[src/rtl/multi_reg_wr_seq.sv]
// ----------------------------------------------------------------------------
// multi_reg_wr_seq
//
// Write-register-address generator for LDM/STM/PUSH/POP style multi-register
// transfers. On start it latches a register list and walks it one register
// per accepted step, lowest index first. It can then run a single base
// register (Rn) writeback cycle. While idle, the register-file write address
// is passed through from one of the single-op address candidates.
//
// Optional feature (compile-time macro):
//   WB_SUPPRESS_IN_LIST_EN - when defined, a load whose list contains Rn
//                            skips the writeback phase so that the loaded
//                            value is the one left in Rn.
//
// Parameters:
//   NREG  register-list width, bit k selects register k
//   AW    register address width (2**AW >= NREG)
//   CW    reg_count width (>= clog2(NREG+1))
//
// Ports:
//   clk             in   rising-edge clock
//   rst_n           in   asynchronous active-low reset
//   start           in   launch a sequence (sampled only when idle)
//   is_load         in   1 = registers are written (LDM/POP)
//   wb_en           in   run Rn writeback after the list
//   reg_list        in   register list
//   rn              in   base register
//   step            in   current transfer accepted
//   w_reg_addr_src  in   pass-through select: 0=d 1=t 3=n, others give 0
//   addr_d/t/n      in   candidate single-op write addresses
//   w_reg_addr      out  register-file write address (combinational)
//   w_reg_en_multi  out  write enable from the sequencer
//   xfer_valid      out  a list transfer is presented
//   xfer_addr       out  register index of the current transfer
//   xfer_last       out  current transfer is the final list entry
//   wb_valid        out  writeback cycle active
//   reg_count       out  popcount of the latched list
//   busy            out  sequence in progress
//   done            out  one-cycle pulse on return to idle
// ----------------------------------------------------------------------------
module multi_reg_wr_seq #(
    parameter int NREG = 8,
    parameter int AW   = 4,
    parameter int CW   = 4
) (
    input  logic            clk,
    input  logic            rst_n,
    input  logic            start,
    input  logic            is_load,
    input  logic            wb_en,
    input  logic [NREG-1:0] reg_list,
    input  logic [AW-1:0]   rn,
    input  logic            step,
    input  logic [2:0]      w_reg_addr_src,
    input  logic [AW-1:0]   addr_d,
    input  logic [AW-1:0]   addr_t,
    input  logic [AW-1:0]   addr_n,
    output logic [AW-1:0]   w_reg_addr,
    output logic            w_reg_en_multi,
    output logic            xfer_valid,
    output logic [AW-1:0]   xfer_addr,
    output logic            xfer_last,
    output logic            wb_valid,
    output logic [CW-1:0]   reg_count,
    output logic            busy,
    output logic            done
);

    typedef enum logic [1:0] {
        S_IDLE,
        S_XFER,
        S_WB,
        S_DONE
    } state_t;

    state_t          state;
    logic [NREG-1:0] list_q;
    logic [AW-1:0]   rn_q;
    logic            is_load_q;
    logic            wb_do_q;

    logic [AW-1:0]   low_idx;
    logic [NREG-1:0] low_bit;
    logic            one_left;
    logic [CW-1:0]   start_count;
    logic            wb_take;

    // Priority encoder: the scan runs high to low so the lowest set bit
    // is the last one to overwrite the result.
    always_comb begin
        low_idx = '0;
        for (int k = NREG - 1; k >= 0; k--) begin
            if (list_q[k]) begin
                low_idx = AW'(k);
            end
        end
    end

    // Two's-complement trick isolates the lowest remaining bit; clearing it
    // leaves nothing exactly when a single entry remains.
    assign low_bit  = list_q & (~list_q + NREG'(1));
    assign one_left = ((list_q & (list_q - NREG'(1))) == '0);

    // Popcount of the incoming list, latched as reg_count at start.
    always_comb begin
        start_count = '0;
        for (int k = 0; k < NREG; k++) begin
            start_count = start_count + CW'(reg_list[k]);
        end
    end

`ifdef WB_SUPPRESS_IN_LIST_EN
    logic rn_in_list;

    // A load that also targets Rn keeps the loaded value, so the writeback
    // decision is made once at start from the incoming list.
    always_comb begin
        rn_in_list = 1'b0;
        for (int k = 0; k < NREG; k++) begin
            if (rn == AW'(k)) begin
                rn_in_list = reg_list[k];
            end
        end
    end

    assign wb_take = wb_en & ~(is_load & rn_in_list);
`else
    assign wb_take = wb_en;
`endif

    // Sequencer: all status outputs are registered alongside the state.
    always_ff @(posedge clk or negedge rst_n) begin
        if (!rst_n) begin
            state      <= S_IDLE;
            list_q     <= '0;
            rn_q       <= '0;
            is_load_q  <= 1'b0;
            wb_do_q    <= 1'b0;
            reg_count  <= '0;
            xfer_valid <= 1'b0;
            wb_valid   <= 1'b0;
            busy       <= 1'b0;
            done       <= 1'b0;
        end else begin
            case (state)
                S_IDLE: begin
                    done <= 1'b0;
                    if (start) begin
                        list_q    <= reg_list;
                        rn_q      <= rn;
                        is_load_q <= is_load;
                        wb_do_q   <= wb_take;
                        reg_count <= start_count;
                        busy      <= 1'b1;
                        if (|reg_list) begin
                            state      <= S_XFER;
                            xfer_valid <= 1'b1;
                        end else if (wb_take) begin
                            state    <= S_WB;
                            wb_valid <= 1'b1;
                        end else begin
                            state <= S_DONE;
                            done  <= 1'b1;
                        end
                    end
                end
                S_XFER: begin
                    if (step) begin
                        list_q <= list_q & ~low_bit;
                        if (one_left) begin
                            xfer_valid <= 1'b0;
                            if (wb_do_q) begin
                                state    <= S_WB;
                                wb_valid <= 1'b1;
                            end else begin
                                state <= S_DONE;
                                done  <= 1'b1;
                            end
                        end
                    end
                end
                S_WB: begin
                    wb_valid <= 1'b0;
                    state    <= S_DONE;
                    done     <= 1'b1;
                end
                S_DONE: begin
                    done  <= 1'b0;
                    busy  <= 1'b0;
                    state <= S_IDLE;
                end
                default: begin
                    state      <= S_IDLE;
                    xfer_valid <= 1'b0;
                    wb_valid   <= 1'b0;
                    busy       <= 1'b0;
                    done       <= 1'b0;
                end
            endcase
        end
    end

    assign xfer_addr      = xfer_valid ? low_idx : '0;
    assign xfer_last      = xfer_valid & one_left;
    assign w_reg_en_multi = (xfer_valid & is_load_q & step) | wb_valid;

    // Write address: an active sequence owns the port, otherwise the
    // decoded single-op source is passed through.
    always_comb begin
        w_reg_addr = '0;
        if (xfer_valid) begin
            w_reg_addr = xfer_addr;
        end else if (wb_valid) begin
            w_reg_addr = rn_q;
        end else begin
            case (w_reg_addr_src)
                3'd0:    w_reg_addr = addr_d;
                3'd1:    w_reg_addr = addr_t;
                3'd3:    w_reg_addr = addr_n;
                default: w_reg_addr = '0;
            endcase
        end
    end

endmodule

[config.mk]
export PLATFORM = sky130hd
export DESIGN_NAME = multi_reg_wr_seq
export DESIGN_NICKNAME = d
export VERILOG_FILES = /design/src/rtl/multi_reg_wr_seq.sv
export SDC_FILE = /design/constraint.sdc
export NUM_CORES = 1
export LEC_CHECK = 0
export CELL_PAD_IN_SITES_DETAIL_PLACEMENT = 0
export CELL_PAD_IN_SITES_GLOBAL_PLACEMENT = 2
export CORE_UTILIZATION = 25
export CTS_CLUSTER_SIZE = 12
export DETAILED_ROUTE_END_ITERATION = 12
export GPL_TIMING_DRIVEN = 0
export PLACE_DENSITY_LB_ADDON = 0.1
export SLEW_MARGIN = 25
export SYNTH_ARGS = -nofsm -noshare
export SYNTH_HDL_FRONTEND = slang
export SYNTH_SLANG_ARGS = --single-unit
[constraint.sdc]
create_clock -name clk -period 2.2 [get_ports clk]
set_input_delay 0.66 -clock clk [delete_from_list [all_inputs] [get_ports clk]]
set_output_delay 0.66 -clock clk [all_outputs]
set_load 0.05 [all_outputs]
==> metrics.cfg <==
[layout]
final_cell_mix=dfrtp_1 (20), clkdlybuf4s50_1 (19), nand2_1 (18)
fin_cells=324
drive_gt1_share_pct=33.2
area_growth_pct=55.4
nets=293
nFillCells=657
n_antenna_cell=0
fin_area_sq_mm=0.00262
final_common_cell=dfrtp_1

[route]
drc_errors=8
avgViaCountPerCell=4.83
wl_per_cell_um=14.8
via_count=1565
drt_iter0_drc=48
ant_nets=0
totalWireLength_um=4780
first_pass_iters=8

[synth]
synth.distinct_cells=47
synth-warning-count=0
postSynthAreaPerCell_sq_um=9.11
ys_seq_area_share_pct=35.6
ys_ff_latch=24
synth_edf_count=0
ys.flop_type=dfrtp_1
synthArstFlopShare_pct=100
synth_nets=230
syn_area_sq_mm=0.00169
synthCells=185

[pwr]
p_leak_nw=1.18
ir_worst_vdd_v=0.000602
pwr_density_cell_mw_per_mm2=1630

[timing]
skew_ns=0.00459
maxSlewViolCount=0
tightest_slew_ns=0.571
relSlewSlack_pct=61.9
finalCriticalPeriod_ns=3.03
max_freq_ghz=0.331
hold_viol_final=0
setup-violations-final=11
timing.final.ws_setup_ns=-0.825
rsz0062_at_grt=yes
fin_crit_sh_pct=138

[cts]
hold_buffers=0
clk_pin_slew_ns=0.09
numCtsBuffers=3
tritoncts=yes
clock_latency_ns=0.27
clock_path_buffers=2
cts_sinks=24
htreeDepth=1
clockRootBuffer=clkbuf_8

[setup_path]
critical_path_class=input pin to flip-flop
cp_num_cells=9
cpPeakStageDelay_ns=0.52
cp.arrival_ns=3.18
crit_path_max_fanout=2
r2r_slack_ns=-0.13
crit_family=adder cells
cp_common_cell=fa_1
cp_slowest_cell=fa_1
cp-start-kind=input pin
path_cells=buf_8, fa_1, inv_1, fa_1, fa_1, inv_2, ha_4, fa_2, mux2_4
reg2regPathDepth=7
required_ns=2.36
cp-end-kind=flip-flop
crit_buf_inv=3
worstReg2RegEnd=state[1]
rr_startpoint=list_q[2]

[placement]
hpwl_um=3650
io_buffers=47
place.gp.congestion=0.743
dp_cells=309
placed_area_sq_mm=0.00240

[floorplan]
dieArea_sq_mm=0.00707
design.core.area_sq_mm=0.00642
fp.dieW_um=84.1
ios=51
initial_core_util_pct=26.2
die_y_um=84.1
rows=29

[global_route]
overflow=0
grt_pass1_wl_um=7950
grt_antenna_before_repair=0
grt_pass1_vias=1608
gr-usage-all-layers_pct=14.1
grt_max_degree=25

[min_path]
hp-class=input pin to async pin

[status]
status=finished with violations
violations=design-rule violations, negative setup slack

[run]
drv_cap=0

-- sequential cells by signal (all words and copies together) (netlist names) --
register and count:
wb_do_q 1, done 1, is_load_q 1, rn_q 4, state 2, wb_valid 1, xfer_valid 1, reg_count 4
busy 1, list_q 8
-- routing by layer --
layer	wire, um	GRT usage, %
met3	166	1.88
met5	0	0
met4	23	3.29
met2	2290	23.9
met1	2300	19.2
-- synthesized netlist by cell type (2+ instances only) --
master,count,area (sq um)
or4_4,2,22.5
mux2_2,7,78.8
mux2i_1,7,70.1
nor2_1,14,52.6
dfrtp_1,24,601
nand2b_1,3,18.8
a21o_1,2,15.0
inv_1,19,71.3
a211oi_1,2,15.0
ha_1,8,100
o21ai_0,14,70.1
nor4_1,2,12.5
a22oi_1,4,30.0
nand3_1,8,40.0
fa_1,4,80.1
nor3_1,3,15.0
clkbuf_1,4,15.0
or3_1,2,12.5
o31ai_1,2,15.0
a21oi_1,4,20.0
o21bai_1,4,30.0
a22o_1,3,26.3
nand2_1,19,71.3
-- what timing repair did --
action / in CTS / in global routing
setup buffers: 6 / 5
resized for setup: 112 / 13
pin swaps: 23 / 11
endpoints found under the setup margin: 24 / 19
-- how the worst max path moves through the flow --
stage | startpoint | end | slack, ns
6_report | reg_list[0] | reg_count[1] | -0.83
3_5_place_dp | reg_list[0] | reg_count[1] | -1.47
5_1_grt | reg_list[0] | reg_count[1] | -0.90
4_1_cts | reg_list[0] | reg_count[1] | -0.88
3_3_place_gp | reg_list[1] | reg_count[1] | -1.50
2_1_floorplan | reg_list[0] | reg_count[1] | -0.92
-- stage by stage --
step                      hold slack (ns)  power (mW)  setup slack (ns)  utilization (%)  setup TNS (ns)
final                               0.375        4.27            -0.825             40.8           -3.61
after global routing                0.427        4.57            -0.897             40.8           -4.78
after CTS                           0.399        4.21            -0.880             39.7           -3.76
after detailed placement            0.479        3.65             -1.47             37.3          -14.30
after global placement              0.483        3.66             -1.50             37.4          -14.77
after floorplan                     0.364        2.89            -0.918                -           -3.75
-- cell families after synthesis --
group	after synthesis	synth area share, %
XOR/XNOR	1	0.520
other	1	0.223
adder cells (fa/ha/maj)	13	11.3
multiplexers	16	10.4
AND/OR/NAND/NOR	59	16.9
buffers and inverters	27	6.76
flip-flops	24	35.6
AO/OA/AOI/OAI	44	18.3
-- final cells by class --
type                       instances  area, sq um  area share [%]
timing repair buffer              58          534            20.4
inverter                          20         77.6            2.96
multi-input combinational        134         1170            44.8
tap                               77         96.3            3.68
clock buffer                       4         55.1            2.10
buffer                             7         77.6            2.96
sequential                        24          606            23.1
-- where the power goes --
| part | leakage, nW | internal [mW] | switching [mW] |
|---|---|---|---|
| Combinational | 0.867 | 1.34 | 1.77 |
| Sequential | 0.286 | 0.657 | 0.199 |
| Clock | 0.0288 | 0.160 | 0.149 |
| Total | 1.18 | 2.16 | 2.11 |
No activity file was read; power rests on OpenSTA's default activity.
==> edit: new RTL, config.mk and constraints unchanged <==
Make the reset (`rst_n`) synchronous in one clocked block. Comments in the files are not updated.
--- a/src/rtl/multi_reg_wr_seq.sv
+++ b/src/rtl/multi_reg_wr_seq.sv
@@ -130,5 +130,5 @@
 
     // Sequencer: all status outputs are registered alongside the state.
-    always_ff @(posedge clk or negedge rst_n) begin
+    always_ff @(posedge clk) begin
         if (!rst_n) begin
             state      <= S_IDLE;
Behaviour: differs if rst_n is asserted again (counterexample within 4 cycles, from zero or initial values and one cycle with rst_n low); with rst_n held inactive, the same outputs for 4 cycles.
==> edit against the unedited design <==
The run ends with setup timing left. Total power decreased by 20%. Critical endpoint is now reg_count[2]. Worst setup slack improved by 0.074 ns. Final area increased by 0.62%. Sequential cell count unchanged. Area after synthesis decreased by 1.8%. Non-clock buffer count increased by 6. Routed wire length increased by 6.3%. Fmax increased by 2.5%. Synthesized cell count increased by 16%. Clock skew about the same. Count of clock-buffer cells in the layout decreased by 1. Hold slack improved by 0.079 ns.
==> edit: results (changes against the unedited design) <==
- The fraction of registers with async set/reset came to 0 (was 1.000).
- The global-route track usage on met3 is 0.02485 (was 0.01879).
- The critical path data arrival time is 3.16 ns (was 3.18 ns).
- The synthesized net count came to 260 (was 230).
- The fraction of layout instances using a drive strength above 1 came to 0.2724 (was 0.3320).
- The post-synthesis sequential area ratio came to 0.2902 (was 0.3563).
- The endpoint of the worst register-to-register path is state[0] (was state[1]).
- The final-stage net count is 325 (was 293).
- Status: finished with violations (unchanged).
- The startpoint of the worst register-to-register path is list_q[0] (was list_q[2]).
- The wire length on met1 is 2471 um (was 2297 um).
- The first-pass iteration count of the detailed router is 4 (was 8).
- The length of routed met3 wiring was 228 um (was 166 um).
- The final weighted congestion in routability-driven placement is 0.7728 (was 0.7430).
- The path category of the worst min-delay check is reg -> reg (was in -> async).
- The instance area at placement came to 2372 um2 (was 2399 um2).
- Commonest cells in the synthesized netlist: 32 x sky130_fd_sc_hd__nand2_1, 24 x sky130_fd_sc_hd__dfxtp_1, 21 x sky130_fd_sc_hd__a21oi_1, 19 x sky130_fd_sc_hd__inv_1, 13 x sky130_fd_sc_hd__o21ai_0 (was 24 x sky130_fd_sc_hd__dfrtp_1, 19 x sky130_fd_sc_hd__inv_1, 19 x sky130_fd_sc_hd__nand2_1, 14 x sky130_fd_sc_hd__nor2_1, 14 x sky130_fd_sc_hd__o21ai_0).
- The post-synthesis cell type count is 46 (was 47).
- The leakage power is 1.098 nW (was 1.182 nW).
- The iteration-0 DRC count of the detailed router came to 53 (was 48).
- The first-pass GRT wire length came to 8459 um (was 7948 um).
- The headroom to the max-slew limit is 0.5649 (was 0.6193).
- The total length of routed wires was 5083 um (was 4780 um).
- The met2 usage was 0.2534 (was 0.2392).
- Leading post-synthesis cells by cell area: sky130_fd_sc_hd__dfxtp_1 29%, sky130_fd_sc_hd__nand2_1 7.3%, sky130_fd_sc_hd__a21oi_1 6.3% (was sky130_fd_sc_hd__dfrtp_1 36%, sky130_fd_sc_hd__ha_1 5.9%, sky130_fd_sc_hd__fa_1 4.8%).
- The total via count in the routed design came to 1685 (was 1565).
- The setup slack of the worst register-to-register path is -0.02 ns (was -0.13 ns).
- The final setup violation count is 12 (was 11).
- Violations in the final reports: setup timing (was DRC, setup timing).
- The final worst-path setup slack is -0.7515 ns (was -0.8254 ns).
- The maximum number of pins on one net before global-route repair is 15 (was 25).
==> edit: changes by cell type after synthesis, moves of 3 or more <==
cell                       change
sky130_fd_sc_hd__nand2b_1      +3
sky130_fd_sc_hd__nand2_1      +13
sky130_fd_sc_hd__dfxtp_1      +24
sky130_fd_sc_hd__a21oi_1      +17
sky130_fd_sc_hd__clkbuf_1      +4
sky130_fd_sc_hd__mux2_2        -7
sky130_fd_sc_hd__a22o_1        -3
sky130_fd_sc_hd__dfrtp_1      -24
==> edit: cells by family (layout without fill, tap and decap cells) <==
group	count (synthesis)	after routing	synth area share
simple gates	76	76	0.2230
compound gates	63	63	0.2502
buf+inv	30	94	0.07181
flops	24	24	0.2902
fa+ha+maj	14	14	0.1209
mux	6	6	0.03628
other cells	1	1	0.002265
xor+xnor	1	1	0.005292
==> edit: power by group <==
| group | internal [mW] | switching, mW |
|---|---|---|
| registers | 0.576 | 0.177 |
| clock network | 0.244 | 0.158 |
| logic | 1.03 | 1.21 |
==> edit: what timing repair did <==
item | CTS | global route
pin swaps | 21 | 16
setup buffers | 4 | 10
resized for setup | 114 | 18
endpoints found under the setup margin | 25 | 24
==> edit: stage by stage <==
step	setup TNS (ns)	hold slack [ns]	setup slack, ns	total power [mW]	std cells
after floorplan	-2.922	0.4366	-0.8839	2.052	215
after global placement	-15.62	0.4439	-1.488	2.570	339
after detailed placement	-15.96	0.4459	-1.501	2.572	339
after CTS	-3.513	0.4621	-0.8631	3.134	346
after global routing	-4.449	0.4859	-0.8374	3.647	356
final	-3.203	0.4541	-0.7515	3.398	356
==> edit: worst max-delay path by stage <==
stage,depth (start not counted),start,to
after floorplan,9,reg_list[0],reg_count[1]
after global placement,12,reg_list[1],reg_count[2]
after detailed placement,12,reg_list[0],reg_count[2]
after CTS,12,reg_list[1],reg_count[2]
after global routing,12,reg_list[1],reg_count[2]
final,12,reg_list[1],reg_count[2]
==> edit: cell type report <==
cell class / count / area (um2)
Tap cell: 77 / 96.34
Fill cell: 676 / 3751
Sequential cell: 24 / 496.7
Clock inverter: 1 / 30.03
Clock buffer: 3 / 41.29
Timing Repair Buffer: 61 / 571.8
Multi-Input combinational cell: 161 / 1240
Buffer: 10 / 85.08
Inverter: 19 / 73.82
==> edit: worst register-to-register path, stage by stage, from the launching register on <==
cell	delay (ns)
sky130_fd_sc_hd__dfxtp_4	0.37
sky130_fd_sc_hd__or4_4	0.54
sky130_fd_sc_hd__buf_8	0.16
sky130_fd_sc_hd__buf_6	0.12
sky130_fd_sc_hd__or4_4	0.45
sky130_fd_sc_hd__o21ai_4	0.20
sky130_fd_sc_hd__or2_4	0.17
sky130_fd_sc_hd__mux2i_1	0.17
